`config.mk`:
```
export PLATFORM = sky130hd
export DESIGN_NAME = regfile_wb_sequencer
export DESIGN_NICKNAME = d
export VERILOG_FILES = /design/src/rtl/y86_pkg.sv /design/src/rtl/wb_decode.sv /design/src/rtl/regfile_wb_sequencer.sv
export SDC_FILE = /design/constraint.sdc
export NUM_CORES = 1
export LEC_CHECK = 0
export BUFFER_PORTS_ARGS = -buffer_cell sky130_fd_sc_hd__buf_4
export CAP_MARGIN = 10
export CELL_PAD_IN_SITES_DETAIL_PLACEMENT = 1
export CELL_PAD_IN_SITES_GLOBAL_PLACEMENT = 1
export CORE_MARGIN = 2
export CORE_UTILIZATION = 32
export DETAILED_ROUTE_END_ITERATION = 7
export PLACE_DENSITY = 0.86
export SETUP_SLACK_MARGIN = 0.3
export SLEW_MARGIN = 20
export SYNTH_ARGS = -nofsm -noshare
export SYNTH_HDL_FRONTEND = slang
export SYNTH_SLANG_ARGS = --single-unit
export TNS_END_PERCENT = 10
```
`constraint.sdc`:
```
create_clock -name clk -period 2.3 [get_ports clk]
set_input_delay 0.23 -clock clk [delete_from_list [all_inputs] [get_ports clk]]
set_output_delay 0.23 -clock clk [all_outputs]
set_load 0.02 [all_outputs]
```
`src/rtl/y86_pkg.sv`:
```
`default_nettype none
// ============================================================================
// Module      : y86_pkg
// Description : Shared Y86 instruction codes, register ids and write-back
//               sequencer state encoding.
// Revision    : 1.0  initial release
// ============================================================================
package y86_pkg;

    localparam logic [3:0] I_HALT   = 4'h0;
    localparam logic [3:0] I_NOP    = 4'h1;
    localparam logic [3:0] I_RRMOVQ = 4'h2;
    localparam logic [3:0] I_IRMOVQ = 4'h3;
    localparam logic [3:0] I_RMMOVQ = 4'h4;
    localparam logic [3:0] I_MRMOVQ = 4'h5;
    localparam logic [3:0] I_OPQ    = 4'h6;
    localparam logic [3:0] I_JXX    = 4'h7;
    localparam logic [3:0] I_CALL   = 4'h8;
    localparam logic [3:0] I_RET    = 4'h9;
    localparam logic [3:0] I_PUSHQ  = 4'hA;
    localparam logic [3:0] I_POPQ   = 4'hB;

    localparam logic [3:0] REG_RSP  = 4'h4;
    localparam logic [3:0] REG_NONE = 4'hF;

    // IDLE: nothing on rf_*; WR1: first write of an op visible; WR2: second
    typedef enum logic [1:0] {
        IDLE = 2'd0,
        WR1  = 2'd1,
        WR2  = 2'd2
    } wb_state_t;

    // One-hot register bit used for pending-destination tracking
    function automatic logic [15:0] reg_bit(input logic [3:0] r);
        reg_bit = 16'h0001 << r;
    endfunction

endpackage
`default_nettype wire

```
`src/rtl/wb_decode.sv`:
```
`default_nettype none
// ============================================================================
// Module      : wb_decode
// Description : Maps a write-back op to zero, one or two register writes,
//               compacted so the first valid write is always in slot 0.
// Revision    : 1.0  initial release
// ============================================================================
module wb_decode
    import y86_pkg::*;
(
    input  logic [3:0]  icode,
    input  logic        Cnd,
    input  logic [3:0]  rA,
    input  logic [3:0]  rB,
    input  logic [63:0] valE,
    input  logic [63:0] valM,
    output logic [1:0]  n_writes,
    output logic [3:0]  addr0,
    output logic [63:0] data0,
    output logic [3:0]  addr1,
    output logic [63:0] data1,
    output logic [15:0] dest_mask
);

    logic [3:0]  w_d0_addr;
    logic [63:0] w_d0_data;
    logic [3:0]  w_d1_addr;
    logic [63:0] w_d1_data;

    // Raw destinations per icode, then drop writes aimed at REG_NONE
    always_comb begin
        w_d0_addr = REG_NONE;
        w_d0_data = valE;
        w_d1_addr = REG_NONE;
        w_d1_data = valM;
        case (icode)
            I_RRMOVQ: if (Cnd) w_d0_addr = rB;
            I_IRMOVQ,
            I_OPQ:    w_d0_addr = rB;
            I_MRMOVQ: begin
                w_d0_addr = rA;
                w_d0_data = valM;
            end
            I_CALL,
            I_RET,
            I_PUSHQ:  w_d0_addr = REG_RSP;
            // rsp update first so popq %rsp ends with the loaded value
            I_POPQ: begin
                w_d0_addr = REG_RSP;
                w_d1_addr = rA;
            end
            I_HALT, I_NOP, I_RMMOVQ, I_JXX: ;
            default: ;
        endcase

        n_writes  = 2'd0;
        addr0     = REG_NONE;
        data0     = 64'd0;
        addr1     = REG_NONE;
        data1     = 64'd0;
        dest_mask = 16'd0;
        if (w_d0_addr != REG_NONE) begin
            n_writes  = 2'd1;
            addr0     = w_d0_addr;
            data0     = w_d0_data;
            dest_mask = reg_bit(w_d0_addr);
            if (w_d1_addr != REG_NONE) begin
                n_writes  = 2'd2;
                addr1     = w_d1_addr;
                data1     = w_d1_data;
                dest_mask = dest_mask | reg_bit(w_d1_addr);
            end
        end else if (w_d1_addr != REG_NONE) begin
            n_writes  = 2'd1;
            addr0     = w_d1_addr;
            data0     = w_d1_data;
            dest_mask = reg_bit(w_d1_addr);
        end
    end

endmodule
`default_nettype wire

```
`src/rtl/regfile_wb_sequencer.sv`:
```
`default_nettype none
// ============================================================================
// Module      : regfile_wb_sequencer
// Description : Schedules decoded write-back ops onto the single register
//               file write port, shares it with a debug requester under an
//               anti-starvation bound, and tracks pending destinations.
// Revision    : 1.0  initial release
// ============================================================================
module regfile_wb_sequencer
    import y86_pkg::*;
#(
    parameter int unsigned DBG_MAX_WAIT = 8
) (
    input  logic        clk,
    input  logic        rst,
    input  logic        wb_valid,
    output logic        wb_ready,
    input  logic [3:0]  icode,
    input  logic        Cnd,
    input  logic [3:0]  rA,
    input  logic [3:0]  rB,
    input  logic [63:0] valE,
    input  logic [63:0] valM,
    input  logic        dbg_req,
    input  logic [3:0]  dbg_addr,
    input  logic [63:0] dbg_wdata,
    output logic        dbg_gnt,
    output logic        rf_we,
    output logic [3:0]  rf_waddr,
    output logic [63:0] rf_wdata,
    output logic        busy,
    output logic [15:0] pending_mask
);

    localparam logic [7:0] C_MAX_WAIT = 8'(DBG_MAX_WAIT);

    wb_state_t   r_state;
    wb_state_t   w_state_nxt;
    logic        r_second;
    logic [3:0]  r_addr1;
    logic [63:0] r_data1;
    logic [7:0]  r_wait_cnt;
    logic [15:0] r_pending;

    logic        w_force;
    logic        w_last_visible;
    logic        w_accept;
    logic        w_issue_first;
    logic        w_issue_second;
    logic [15:0] w_clr;
    logic [15:0] w_set;

    logic [1:0]  w_n_writes;
    logic [3:0]  w_addr0;
    logic [63:0] w_data0;
    logic [3:0]  w_addr1;
    logic [63:0] w_data1;
    logic [15:0] w_dest_mask;

    wb_decode u_decode (
        .icode     (icode),
        .Cnd       (Cnd),
        .rA        (rA),
        .rB        (rB),
        .valE      (valE),
        .valM      (valM),
        .n_writes  (w_n_writes),
        .addr0     (w_addr0),
        .data0     (w_data0),
        .addr1     (w_addr1),
        .data1     (w_data1),
        .dest_mask (w_dest_mask)
    );

    // State register
    always_ff @(posedge clk) begin
        if (rst) r_state <= IDLE;
        else     r_state <= w_state_nxt;
    end

    // Next state: a pending second write always wins over a new accept
    always_comb begin
        w_state_nxt = IDLE;
        if (r_state == WR1 && r_second)
            w_state_nxt = WR2;
        else if (w_issue_first)
            w_state_nxt = WR1;
    end

    // Handshake, write-port arbitration and debug grant
    always_comb begin
        w_last_visible = (r_state == WR1 && !r_second) || (r_state == WR2);
        w_force        = (r_wait_cnt >= C_MAX_WAIT);
        wb_ready       = !rst && !w_force && (r_state == IDLE || w_last_visible);
        w_accept       = wb_valid && wb_ready;
        w_issue_first  = w_accept && (w_n_writes != 2'd0);
        w_issue_second = (r_state == WR1) && r_second;
        dbg_gnt        = !rst && dbg_req && !w_issue_first && !w_issue_second;
    end

    // Pending-mask update terms; popq to rsp keeps bit 4 until the second write
    always_comb begin
        w_clr = 16'd0;
        if (r_state == WR1) begin
            if (!(r_second && r_addr1 == rf_waddr))
                w_clr = reg_bit(rf_waddr);
        end else if (r_state == WR2) begin
            w_clr = reg_bit(rf_waddr);
        end
        w_set = w_accept ? w_dest_mask : 16'd0;
    end

    // Write port, second-write holding register, pending mask and wait counter
    always_ff @(posedge clk) begin
        if (rst) begin
            rf_we      <= 1'b0;
            rf_waddr   <= 4'd0;
            rf_wdata   <= 64'd0;
            r_second   <= 1'b0;
            r_addr1    <= 4'd0;
            r_data1    <= 64'd0;
            r_pending  <= 16'd0;
            r_wait_cnt <= 8'd0;
        end else begin
            r_pending <= (r_pending & ~w_clr) | w_set;

            if (!dbg_req || dbg_gnt)
                r_wait_cnt <= 8'd0;
            else if (r_wait_cnt != 8'hFF)
                r_wait_cnt <= r_wait_cnt + 8'd1;

            if (w_issue_second) begin
                rf_we    <= 1'b1;
                rf_waddr <= r_addr1;
                rf_wdata <= r_data1;
                r_second <= 1'b0;
            end else if (w_issue_first) begin
                rf_we    <= 1'b1;
                rf_waddr <= w_addr0;
                rf_wdata <= w_data0;
                r_second <= (w_n_writes == 2'd2);
                r_addr1  <= w_addr1;
                r_data1  <= w_data1;
            end else if (dbg_gnt) begin
                rf_we    <= 1'b1;
                rf_waddr <= dbg_addr;
                rf_wdata <= dbg_wdata;
            end else begin
                rf_we    <= 1'b0;
            end
        end
    end

    assign pending_mask = r_pending;
    assign busy         = |r_pending;

endmodule
`default_nettype wire

```
-- After elaboration in Yosys (flattened, before gate mapping)
Cells that the tools add are included.
- shifts and indexed selects: 3
- muxes and demuxes: 31
- $lt $le $gt $ge: 1
- equality and inequality tests: 15
- bitwise gates (word level): 5
- add/sub/neg operators: 1
- reductions and logical operators: 28
- operator list (cell ; number):
    64-bit 2-to-1 mux ; 7
    16-bit 2-to-1 mux ; 7
    1-bit by 4-bit << shifter with 16-bit output (first input constant) ; 3
    4-bit 2-to-1 mux ; 8
    16-bit OR ; 2
    16-bit AND ; 1
    4-bit == test (second input constant) ; 4
    16-bit inverter ; 1
    4-bit case mux with 4 select lines ; 1
    16-bit OR reduction ; 1
    1-bit logical AND ; 10
    8-bit by 1-bit adder with 8-bit output (second input constant) ; 1
    4-bit by 2-bit == test with 1-bit output (second input constant) ; 2
    4-bit by 3-bit == test with 1-bit output (second input constant) ; 2
    8-bit by 4-bit >= comparator with 1-bit output (second input constant) ; 1
    4-bit inequality test (second input constant) ; 2
    8-bit inequality test (second input constant) ; 1
    1-bit zero test ; 6
    2-bit 2-to-1 mux ; 3
    2-bit OR reduction ; 3
    1-bit 2-to-1 mux ; 5
    2-bit == test (second input constant) ; 2
    4-bit == test ; 1
    4-bit OR reduction ; 1
    7 further kinds ; 9
- register bits: 164
- word-level logic and storage cells: 94
- output and inout bits: 88
- bits of input ports: 213

-- Logic depth before layout (Yosys ltp)
Gate-level depths: netlist (run 1).
- depth in word-level cells: 13
- mapped depth: 11
- depth with buffers taken out: 7

-- Cells and area by module
Synthesis (run 1) repeated with hierarchy kept, for this count alone.
- cells, all modules: 1284
- area total of the unflattened synthesis: 9859.5 µm²
- by module, submodules not included (module ; times used ; area each (µm²) ; seq. area each (µm²) ; cells an instance):
    regfile_wb_sequencer ; 1 ; 7817.5 ; 3283.1 ; 917
    wb_decode ; 1 ; 2042.0 ; 0.0 ; 367

-- Least setup slack after synthesis (run 1)
No wires, ideal clock.
- path type: input to output
- start: in icode[0]
- end: out dbg_gnt
- data required time: 2.070 ns
- path slack: -0.340 ns
- path buffers: 1
- data arrival time: 2.410 ns
- cell stages on the path: 7
- path through: or4_1 > o211a_2 > a211o_1 > o31ai_4 > buf_2 > nand2_1 > nor3b_1
- word-level cells in the longest chain between the ends: 10
- elaborated cells on any way between the ends: 22
- classes of those cells: eq/ne (10); mux (5); reduce/logical (7)
- RTL lines (what ; line ; RTL):
    start, declared ; regfile_wb_sequencer.sv:18 ; input logic [3:0] icode,
    4-bit == test, or another cell as far along ; wb_decode.sv:36 ; case (icode)
    4-bit OR reduction (no source line), or another cell as far along ; -- ;
    4-bit case mux with 4 select lines / 4-bit inequality test (equally long branches) ; wb_decode.sv:36, wb_decode.sv:67, wb_decode.sv:73 ;
    4-bit inequality test, or another cell as far along ; wb_decode.sv:62 ; if (w_d0_addr != REG_NONE) begin
    2-bit 2-to-1 mux * ; wb_decode.sv:62 ;
    2-bit nonzero test * ; regfile_wb_sequencer.sv:96 ; w_issue_first = w_accept && (w_n_writes != 2'd0);
    1-bit logical AND * ; regfile_wb_sequencer.sv:96 ;
    1-bit zero test * ; regfile_wb_sequencer.sv:98 ; dbg_gnt = !rst && dbg_req && !w_issue_first && !w_issue_second;
    1-bit logical AND * (2 in a row) ; regfile_wb_sequencer.sv:98 ;
    end, declared ; regfile_wb_sequencer.sv:27 ; output logic dbg_gnt,
Every way passes the cells marked *; elsewhere a longest branch is shown, timed or not.

-- Final worst setup path (run 1)
- start: in Cnd
- end: reg rf_wdata[46]
- word-level cells in the longest chain between the ends: 10
- elaborated cells on any way between the ends: 13
- classes of those cells: eq/ne (1); mux (6); reduce/logical (6)
- RTL lines (what ; line ; RTL):
    start, declared ; regfile_wb_sequencer.sv:19 ; input logic Cnd,
    4-bit 2-to-1 mux * ; wb_decode.sv:37 ; I_RRMOVQ: if (Cnd) w_d0_addr = rB;
    4-bit case mux with 4 select lines * ; wb_decode.sv:36 ;
    4-bit inequality test * ; wb_decode.sv:62 ;
    2-bit 2-to-1 mux ; wb_decode.sv:62 ;
    2-bit nonzero test ; regfile_wb_sequencer.sv:96 ;
    1-bit logical AND ; regfile_wb_sequencer.sv:96 ;
    1-bit zero test ; regfile_wb_sequencer.sv:98 ;
    1-bit logical AND (2 in a row) ; regfile_wb_sequencer.sv:98 ;
    3-bit nonzero test (no source line) ; -- ;
    end signal, assigned ; regfile_wb_sequencer.sv:135 ; rf_wdata <= r_data1;
    end signal, assigned ; regfile_wb_sequencer.sv:140 ; rf_wdata <= w_data0;
    end signal, assigned ; regfile_wb_sequencer.sv:147 ; rf_wdata <= dbg_wdata;
    end, declared ; regfile_wb_sequencer.sv:30 ; output logic [63:0] rf_wdata,
Marked as above.
A chain may end at the register's enable or synchronous reset.

==> results.yml, run 1 <==
outcome:
  outcome: "complete, but fails checks"
  violations: "negative setup slack"
floorplanning:
  io_pins: 301
  initial_core_util_pct: 32.4
  rows: 60
  fp.coreArea_um2: 26900
  die_area_um2: 28600
  die_h_um: 169
  die_w_um: 169
timing:
  hold_ws_ns: 0.0220
  skew_ns: 0.0123
  worst_pin_slew_ns: 0.837
  finalCriticalPeriod_ns: 2.30
  fin_ws_ns: -0.000492
  slew_headroom_pct: 44.2
  fin_tns_setup_ns: -0.000492
  setup_viol: 1
  finalHoldViolations: 0
  layout_worst_path_cycle_share_pct: 100
  rsz0062_at_grt: "true"
  achievable-frequency_mhz: 435
  final_max_slew_viol_count: 0
logic_synthesis:
  ys_top_cells_by_area: "dfxtp_1, nand2_1, nand3_1"
  netlist_area_um2: 8720
  synth_top_area_share_pct: 37.7
  synth_edf_count: 0
  ys_ff_latch: 164
  synth_top_area_cell: "dfxtp_1"
  yosysSeqAreaShare_pct: 37.7
  avgSynthCellArea_um2: 7.24
  synth_nets: 1420
  synth_cells: 1205
  synth_ff_type: "dfxtp_1"
  synthArstFlopShare_pct: 0
  synth_warnings: 0
  yosysUniqueCellTypes: 64
route:
  avgRoutedWirePerCell_um: 20.6
  drcViolationCount: 0
  wl_mm: 38.4
  drtIter0Drc: 840
  dr.pass1.iters: 6
  vias_per_cell: 5.61
  num_vias: 10500
  ant_nets: 0
setup_path:
  worstReg2RegEnd: "rf_wdata[46]"
  critPathRequiredTime_ns: 2.55
  cp_cell_sequence: "buf_6, or4_4, o211a_4, a211o_1, o31ai_4, buf_6, clkinv_8, buf_6, nor3_4, buf_6, buf_12, a221oi_1"
  end_kind: "register"
  timing.rr.start: "r_wait_cnt[4]"
  critical_path_arrival_ns: 2.55
  critPathKind: "primary input to register"
  slowest_delay_ns: 0.52
  ff2ff_path_depth: 11
  regToRegSetupSlack_ns: 0.02
  cp-startpoint: "Cnd"
  startpoint_type: "primary input"
  cpMostUsedCell: "buf_6"
  slowest_stage: "or4_4"
  critPathMaxFanout: 29
layout:
  seq_area_um2: 3290
  multiInputGateArea_um2: 5110
  layout-drive-gt1-share_pct: 32.8
  fillCellCount: 3258
  postLayoutCellArea_um2: 13000
  area_delta_synth_final_pct: 49.5
  nets: 1724
power_and_ir_drop:
  p_total_mw: 7.75
  pwr-share-comb_pct: 22.7
  pwr-share-seq_pct: 39.5
  powerDensity_nw_per_um2: 595
  p_leak_nw: 5.62
  internal_power_mw: 5.41
  power_frac_clock_pct: 37.8
  ir_drop_v: 0.000339
  p_sw_share_pct: 30.2
  switchingPower_mw: 2.34
clock_network:
  cts.path.max_buffers: 2
  cts_htree_levels: 4
  cts_made_buffers: 17
  clock-sinks: 164
  cts_hold_buf: 0
  clk_pin_slew_ns: 0.07
  cts_tree: "yes"
  clk_latency_ns: 0.43
  cts-root-buf: "clkbuf_16"
global_routing:
  first_global_vias: 10600
  grt_use_met3_pct: 3.41
  antenna_found_initial: 2
  met1_usage_pct: 30.7
  grt.total_usage_pct: 24.6
  busiest_layer: "met2"
  met2_usage_pct: 42.2
  grt-ovfl-total: 0
  grt_pass1_wl_mm: 56.2
  grt_max_degree: 86
place:
  routabilityCongestion: 0.868
  dpl.hpwl_mm: 24.9
  placed_cell_area_um2: 11700
  portBuffers: 300
worst_hold_path:
  hold_depth: 3
  whs_endpoint: "r_data1[31]"
  hold_start: "valM[31]"
  hold_path_class: "primary input to register"
job:
  maxCapViolations: 0
-- final cells by class --
| type | count | share of cell area (%) |
|---|---|---|
| antenna | 2 | 0.0384 |
| clock buffer | 17 | 3.26 |
| clock inverter | 14 | 1.16 |
| inverter | 73 | 2.20 |
| multi-input combinational | 859 | 39.2 |
| sequential | 164 | 25.2 |
| tap | 341 | 3.27 |
| timing repair buffer | 394 | 25.6 |
-- cell usage in the layout, fill, tap and decap left out, types with 4 or more instances in the layout --
cell / n
o32ai_1: 5
nand4_1: 4
a22oi_1: 62
dfxtp_1: 160
a221oi_1: 62
a211oi_1: 7
buf_12: 11
clkbuf_16: 22
nor2b_1: 4
dfxtp_2: 4
o21ai_1: 18
nand2_1: 282
o22ai_1: 6
o211ai_1: 5
nor4_1: 7
inv_1: 71
buf_4: 358
inv_6: 5
nand3_1: 108
buf_6: 13
nand2b_1: 70
xor2_1: 6
o21ai_0: 33
nor3_1: 4
nand3_2: 24
nor2_1: 23
a21oi_1: 43
-- registers in the layout, summed over array words and instances (netlist names) --
signal / count
pending_mask: 16
r_addr1: 4
r_data1: 64
r_second: 1
r_state: 2
r_wait_cnt: 8
rf_waddr: 4
rf_wdata: 64
rf_we: 1
-- power groups by stage --
stage | logic [mW] | clock network [mW] | registers, mW
floorplan | 0.636 | 0 | 3.24
global placement | 1.53 | 0 | 3.11
detailed placement | 1.56 | 0 | 3.12
CTS | 1.63 | 2.97 | 3.06
global route | 1.88 | 3.09 | 3.07
finish | 1.76 | 2.93 | 3.06
-- how the worst max path moves through the flow --
| stage | to | slack [ns] |
|---|---|---|
| floorplan | rf_wdata[62] | -0.06 |
| global placement | rf_wdata[28] | -0.33 |
| detailed placement | rf_wdata[19] | -0.36 |
| CTS | rf_wdata[47] | 0.05 |
| global route | rf_wdata[39] | -0.10 |
| finish | rf_wdata[46] | -0.0005 |
-- through the flow --
stage | setup WS [ns] | std cells | utilization [%]
floorplan | -0.0640 | 1205 | -
global placement | -0.334 | 1806 | 43.5
detailed placement | -0.360 | 1806 | 43.5
CTS | 0.0484 | 1850 | 46.5
global route | -0.103 | 1864 | 48.5
finish | -0.000492 | 1864 | 48.5
-- cells by family (layout without fill, tap and decap cells) --
kind of cell | count (synthesis) | after routing | share of synthesized area, %
xor gates and xnor gates | 8 | 8 | 0.804
other | 0 | 2 | 0
AOI/OAI and AO/OA | 286 | 286 | 23.3
adders and majority gates | 2 | 2 | 0.287
and+or+nand+nor | 562 | 562 | 29.8
DFF | 164 | 164 | 37.7
buffers and inverters | 182 | 498 | 8.04
muxes | 1 | 1 | 0.115
-- critical path, delay by kind of cell --
kind                   cells  cell delay, ns
and+or+nand+nor            2            0.66
buffers and inverters      6            0.82
AOI/OAI and AO/OA          4            0.82
-- metal layers --
metal  wire length [um]  share of wire, %
met1              16300                42
met2              19000                49
met3               1700               4.4
met4               1390               3.6
met5                  0                 0
-- cells in the mapped netlist (4+ instances only) --
cell	n
nand2_1	285
dfxtp_1	164
nand3_1	133
clkbuf_1	87
inv_1	71
nand2b_1	70
a221oi_1	65
a22oi_1	64
o21ai_0	53
a21oi_1	46
nor2_1	28
buf_1	12
a211oi_1	8
buf_2	8
nor3_1	8
nor4_1	8
o22ai_1	6
xor2_1	6
o211ai_1	5
o32ai_1	5
nand4_1	4
nor2b_1	4
or3_1	4
-- what timing repair did --
action	CTS	global route
gates cloned	2	6
pin swaps	6	49
endpoints found under the setup margin	148	154
setup buffers	11	6
resized for setup	23	94
endpoints found under the hold margin	0	0
Power figures use the tool's default switching activity.
==> inputs of run 2 (changes only) <==
TNS_END_PERCENT = 5   (was 10)
==> run 2 against run 1 <==
The flow still finishes with violations (negative setup slack). Total power up 0.99%. Die area is the same. First-iteration DRC count increased by 9.3%. Core utilization is 0.56 points higher. Sequential share of layout area shrank 0.30 points. Setup slack lost 0.081 ns. Via count increased by 0.30%. Non-clock buffer count is 6 higher. Flip-flop and latch count stayed put. Count of clock-buffer cells in the layout increased by 1. Combinational power rose by 4%. Register-to-register slack worse by 0.07 ns. Critical path type is now primary input to output port. Critical endpoint is now dbg_gnt. Highest routed layer unchanged.
==> results.yml, run 2 (same netlist as run 1, synthesis figures left out) <==
place:
  dp_cells: 1804
  placed_cell_area_um2: 11700
  dpl.hpwl_mm: 24.9
  portBuffers: 300
  place_ws_ns: -0.440
  routabilityCongestion: 0.864
route:
  dr.pass1.iters: 6
  wl_mm: 39.6
  num_vias: 10500
  avgRoutedWirePerCell_um: 21.1
  drcViolationCount: 0
  drtIter0Drc: 918
  vias_per_cell: 5.60
  ant_nets: 0
job:
  maxCapViolations: 0
setup_path:
  end_kind: "output port"
  startpoint_type: "primary input"
  cpMostUsedCell: "buf_6"
  critPathKind: "primary input to output port"
  critPathMaxFanout: 2
  slowest_stage: "or4_4"
  critPathRequiredTime_ns: 2.07
  regToRegSetupSlack_ns: -0.05
  cp_top_family: "simple AND/OR/NAND/NOR gates"
  critPathBufInv: 3
  slowest_delay_ns: 0.52
  critical_path_arrival_ns: 2.15
  cp_cell_sequence: "buf_6, or4_4, o211a_4, a211o_1, o31ai_4, buf_6, nand2_4, nor3b_4, buf_6"
clock_network:
  clk_latency_ns: 0.43
  cts-root-buf: "clkbuf_16"
  clk_pin_slew_ns: 0.08
  cts_tree: "yes"
  cts_hold_buf: 0
  cts_htree_levels: 4
  cts.path.max_buffers: 2
  clock-sinks: 164
  cts_made_buffers: 17
global_routing:
  grt_pass1_wl_mm: 57.3
  antenna_found_initial: 3
  grt-ovfl-total: 0
  grt_max_degree: 85
  grt.total_usage_pct: 25.4
  first_global_vias: 10500
power_and_ir_drop:
  p_total_mw: 7.83
  p_leak_nw: 5.72
  powerDensity_nw_per_um2: 594
  ir_drop_v: 0.000378
outcome:
  outcome: "complete, but fails checks"
  violations: "negative setup slack"
timing:
  fin_ws_ns: -0.0815
  worst_pin_slew_ns: 0.766
  achievable-frequency_mhz: 420
  skew_ns: 0.0172
  hold_ws_ns: 0.0198
  finalCriticalPeriod_ns: 2.38
  slew_headroom_pct: 49.0
  setup_viol: 22
  layout_worst_path_cycle_share_pct: 104
  rsz0062_at_grt: "true"
  fin_tns_setup_ns: -0.557
  final_max_slew_viol_count: 0
  finalHoldViolations: 0
worst_hold_path:
  hold_path_class: "primary input to register"
floorplanning:
  io_pins: 301
  initial_core_util_pct: 32.4
  fp.coreArea_um2: 26900
  die_area_um2: 28600
  die_h_um: 169
  rows: 60
  die_w_um: 169
layout:
  area_delta_synth_final_pct: 51.2
  mostFrequentLayoutCells: "buf_4, nand2_1, dfxtp_1, nand3_1, inv_1"
  mostFrequentLayoutCell: "buf_4"
  nets: 1730
  layout-drive-gt1-share_pct: 31.5
  final_cells: 1872
  final_util_pct: 49.0
  postLayoutCellArea_um2: 13200
-- run 2: cell types whose count changed in the layout (fill, tap and decap cells not counted), moves of 4 or more --
cell      before  now
buf_16         3    9
buf_4        358  354
a221oi_2       2   12
nor2_1        23   28
nand3_1      108  133
o21ai_1       18    6
nand3_2       24    0
o21ai_0       33   48
a221oi_1      62   51
buf_12        11   15
a22oi_1       62   56
a22oi_2        2    8
-- run 2: tightest hold or removal path: cells and delay by family --
family / cells / cell delay, ns
simple gates: 1 / 0.05
compound gates: 1 / 0.06
buf+inv: 1 / 0.08
-- run 2: cell type report --
class                      instances  area [um^2]
tap                              341          427
timing repair buffer             400         3590
clock inverter                    14          151
fill                            3257        13700
inverter                          73          290
sequential                       164         3290
antenna                            3         7.51
clock buffer                      18          429
multi-input combinational        859         5000
-- run 2: final timing paths --
path | from | end | cells after the start
worst max-delay path | Cnd | dbg_gnt | 9
worst max register to register | r_wait_cnt[7] | rf_wdata[63] | 12
worst min register to register | r_data1[16] | r_data1[16] | 2
worst min-delay path | valM[46] | r_data1[46] | 3
-- run 2: routing by layer --
| metal | global-route usage [%] | share of wire [%] | up-vias | wire (um) |
|---|---|---|---|---|
| li1 | - | - | 4840 | - |
| met1 | 31.9 | 42 | 5132 | 16600 |
| met2 | 43.0 | 49 | 424 | 19400 |
| met3 | 4.00 | 5.7 | 90 | 2250 |
| met4 | 11.6 | 3.4 | 0 | 1340 |
| met5 | 0 | 0 | - | 0 |
-- run 2: where the power goes --
group	switching [mW]	internal, mW	total [mW]
Clock	1.32	1.61	2.93
Combinational	0.957	0.878	1.83
Sequential	0.0887	2.97	3.06
-- run 2: repair_timing --
action                                  in CTS  in global routing
buffers inserted                            10                  7
endpoints found under the setup margin     131                151
gates resized for setup                     44                 39
pin swaps                                   19                 31
cloned                                       8                  8
==> inputs of run 3 (changes only) <==
ABC_CLOCK_PERIOD_IN_PS = 2300   (was not set)
REMOVE_ABC_BUFFERS = 1   (was not set)
==> run 3 against run 2 <==
The flow still finishes with violations (negative setup slack). Sequential power barely moved. Sequential share of layout area increased by 0.26 points. Flip-flop and latch count is the same. Non-clock buffer count fell by 10. First-iteration DRC count decreased by 19%. Global-route usage is 0.96 points lower. Count of clock-buffer cells in the layout shrank 1. Critical endpoint is now rf_wdata[53].
==> results.yml, run 3 (same netlist as run 1, synthesis figures left out) <==
setup_path:
  ff2ff_path_depth: 12
  critPathRequiredTime_ns: 2.63
  slowest_stage: "dfxtp_2"
  timing.rr.start: "r_wait_cnt[3]"
  cp_top_family: "simple AND/OR/NAND/NOR gates"
  cpMostUsedCell: "buf_12"
  critPathBufInv: 6
  cp_cell_sequence: "nor4_4, and4_4, and2_4, o31ai_4, buf_12, buf_12, inv_12, nor3_4, buf_6, buf_12, buf_16, a221oi_2"
  slowest_delay_ns: 0.34
  crit_cells: 12
  worstReg2RegEnd: "rf_wdata[53]"
  regToRegSetupSlack_ns: -0.006
  startpoint_type: "register"
  end_kind: "register"
  critPathMaxFanout: 6
  cp-startpoint: "r_wait_cnt[3]"
  critPathKind: "register to register"
  critical_path_arrival_ns: 2.64
floorplanning:
  io_pins: 301
  die_w_um: 169
  fp.coreArea_um2: 26900
  initial_core_util_pct: 32.4
  die_h_um: 169
  die_area_um2: 28600
  rows: 60
route:
  num_vias: 10400
  dr.pass1.iters: 5
  drcViolationCount: 0
  ant_nets: 0
  wl_mm: 36.8
  vias_per_cell: 5.57
  avgRoutedWirePerCell_um: 19.8
  drtIter0Drc: 747
global_routing:
  grt.total_usage_pct: 24.4
  grt_pass1_wl_mm: 56.0
  grt_max_degree: 65
  grt-ovfl-total: 0
  antenna_found_initial: 0
  first_global_vias: 10500
power_and_ir_drop:
  p_total_mw: 7.71
  ir_drop_v: 0.000498
  powerDensity_nw_per_um2: 591
  p_leak_nw: 5.64
timing:
  rsz0062_at_grt: "true"
  hold_ws_ns: 0.0362
  final_max_slew_viol_count: 0
  worst_pin_slew_ns: 0.862
  skew_ns: 0.0117
  setup_viol: 2
  layout_worst_path_cycle_share_pct: 100
  fin_tns_setup_ns: -0.00751
  fin_ws_ns: -0.00609
  finalCriticalPeriod_ns: 2.31
  finalHoldViolations: 0
  slew_headroom_pct: 42.5
  achievable-frequency_mhz: 434
worst_hold_path:
  hold_path_class: "primary input to register"
  hold_depth: 3
  hold_start: "valM[32]"
  whs_endpoint: "r_data1[32]"
job:
  maxCapViolations: 0
place:
  place_ws_ns: -0.383
  dpl.hpwl_mm: 25.2
  routabilityCongestion: 0.860
  portBuffers: 300
outcome:
  violations: "negative setup slack"
  outcome: "complete, but fails checks"
clock_network:
  cts_made_buffers: 17
  clk_latency_ns: 0.43
  clk_pin_slew_ns: 0.08
  cts_tree: "yes"
  clock-sinks: 164
  cts-root-buf: "clkbuf_16"
  cts_hold_buf: 0
  cts_htree_levels: 4
  cts.path.max_buffers: 2
layout:
  mostFrequentLayoutCells: "buf_4, nand2_1, dfxtp_1, nand3_1, inv_1"
  antenna_cells: 0
  nets: 1720
  area_delta_synth_final_pct: 49.8
  final_util_pct: 48.6
  mostFrequentLayoutCell: "buf_4"
  layout-drive-gt1-share_pct: 33.1
-- run 3: where the power goes --
part	switching [mW]	internal [mW]	total [mW]	leakage, nW
combinational	0.936	0.834	1.77	4.02
clock	1.34	1.54	2.88	0.281
sequential	0.0911	2.97	3.06	1.34
total	2.37	5.35	7.71	5.64
-- run 3: layer usage --
metal | wire length, um | up-vias | GRT usage (%)
li1 | - | 4825 | -
met1 | 15400 | 5106 | 29.9
met2 | 18500 | 352 | 43.1
met3 | 1770 | 72 | 3.76
met4 | 1080 | 0 | 9.36
met5 | 0 | - | 0
-- run 3: worst max-delay path by stage --
stage	endpoint
finish	rf_wdata[53]
global route	rf_wdata[53]
CTS	dbg_gnt
detailed placement	rf_wdata[11]
global placement	rf_wdata[12]
floorplan	rf_waddr[3]
-- run 3: what timing repair did --
action,CTS,global route
resized for setup,60,55
setup buffers,11,4
cloned,4,0
pin swaps,18,45
setup endpoints to repair,148,152
-- run 3: tightest hold or removal path, stage by stage --
cell and delay, ns:
buf_4 0.08, nand3_1 0.05, o21ai_0 0.06
-- run 3: final cells by class --
type,count,area [um^2]
fill,3276,13800
inverter,73,287
clock buffer,17,425
multi-input combinational,859,5150
sequential,164,3290
tap,341,427
clock inverter,15,165
timing repair buffer,390,3320
-- run 3: through the flow --
step           cells  cell area (um^2)
2_1_floorplan   1096              8290
3_3_place_gp    1808             11700
3_5_place_dp    1808             11700
4_1_cts         1855             12700
5_1_grt         1859             13100
6_report        1859             13100
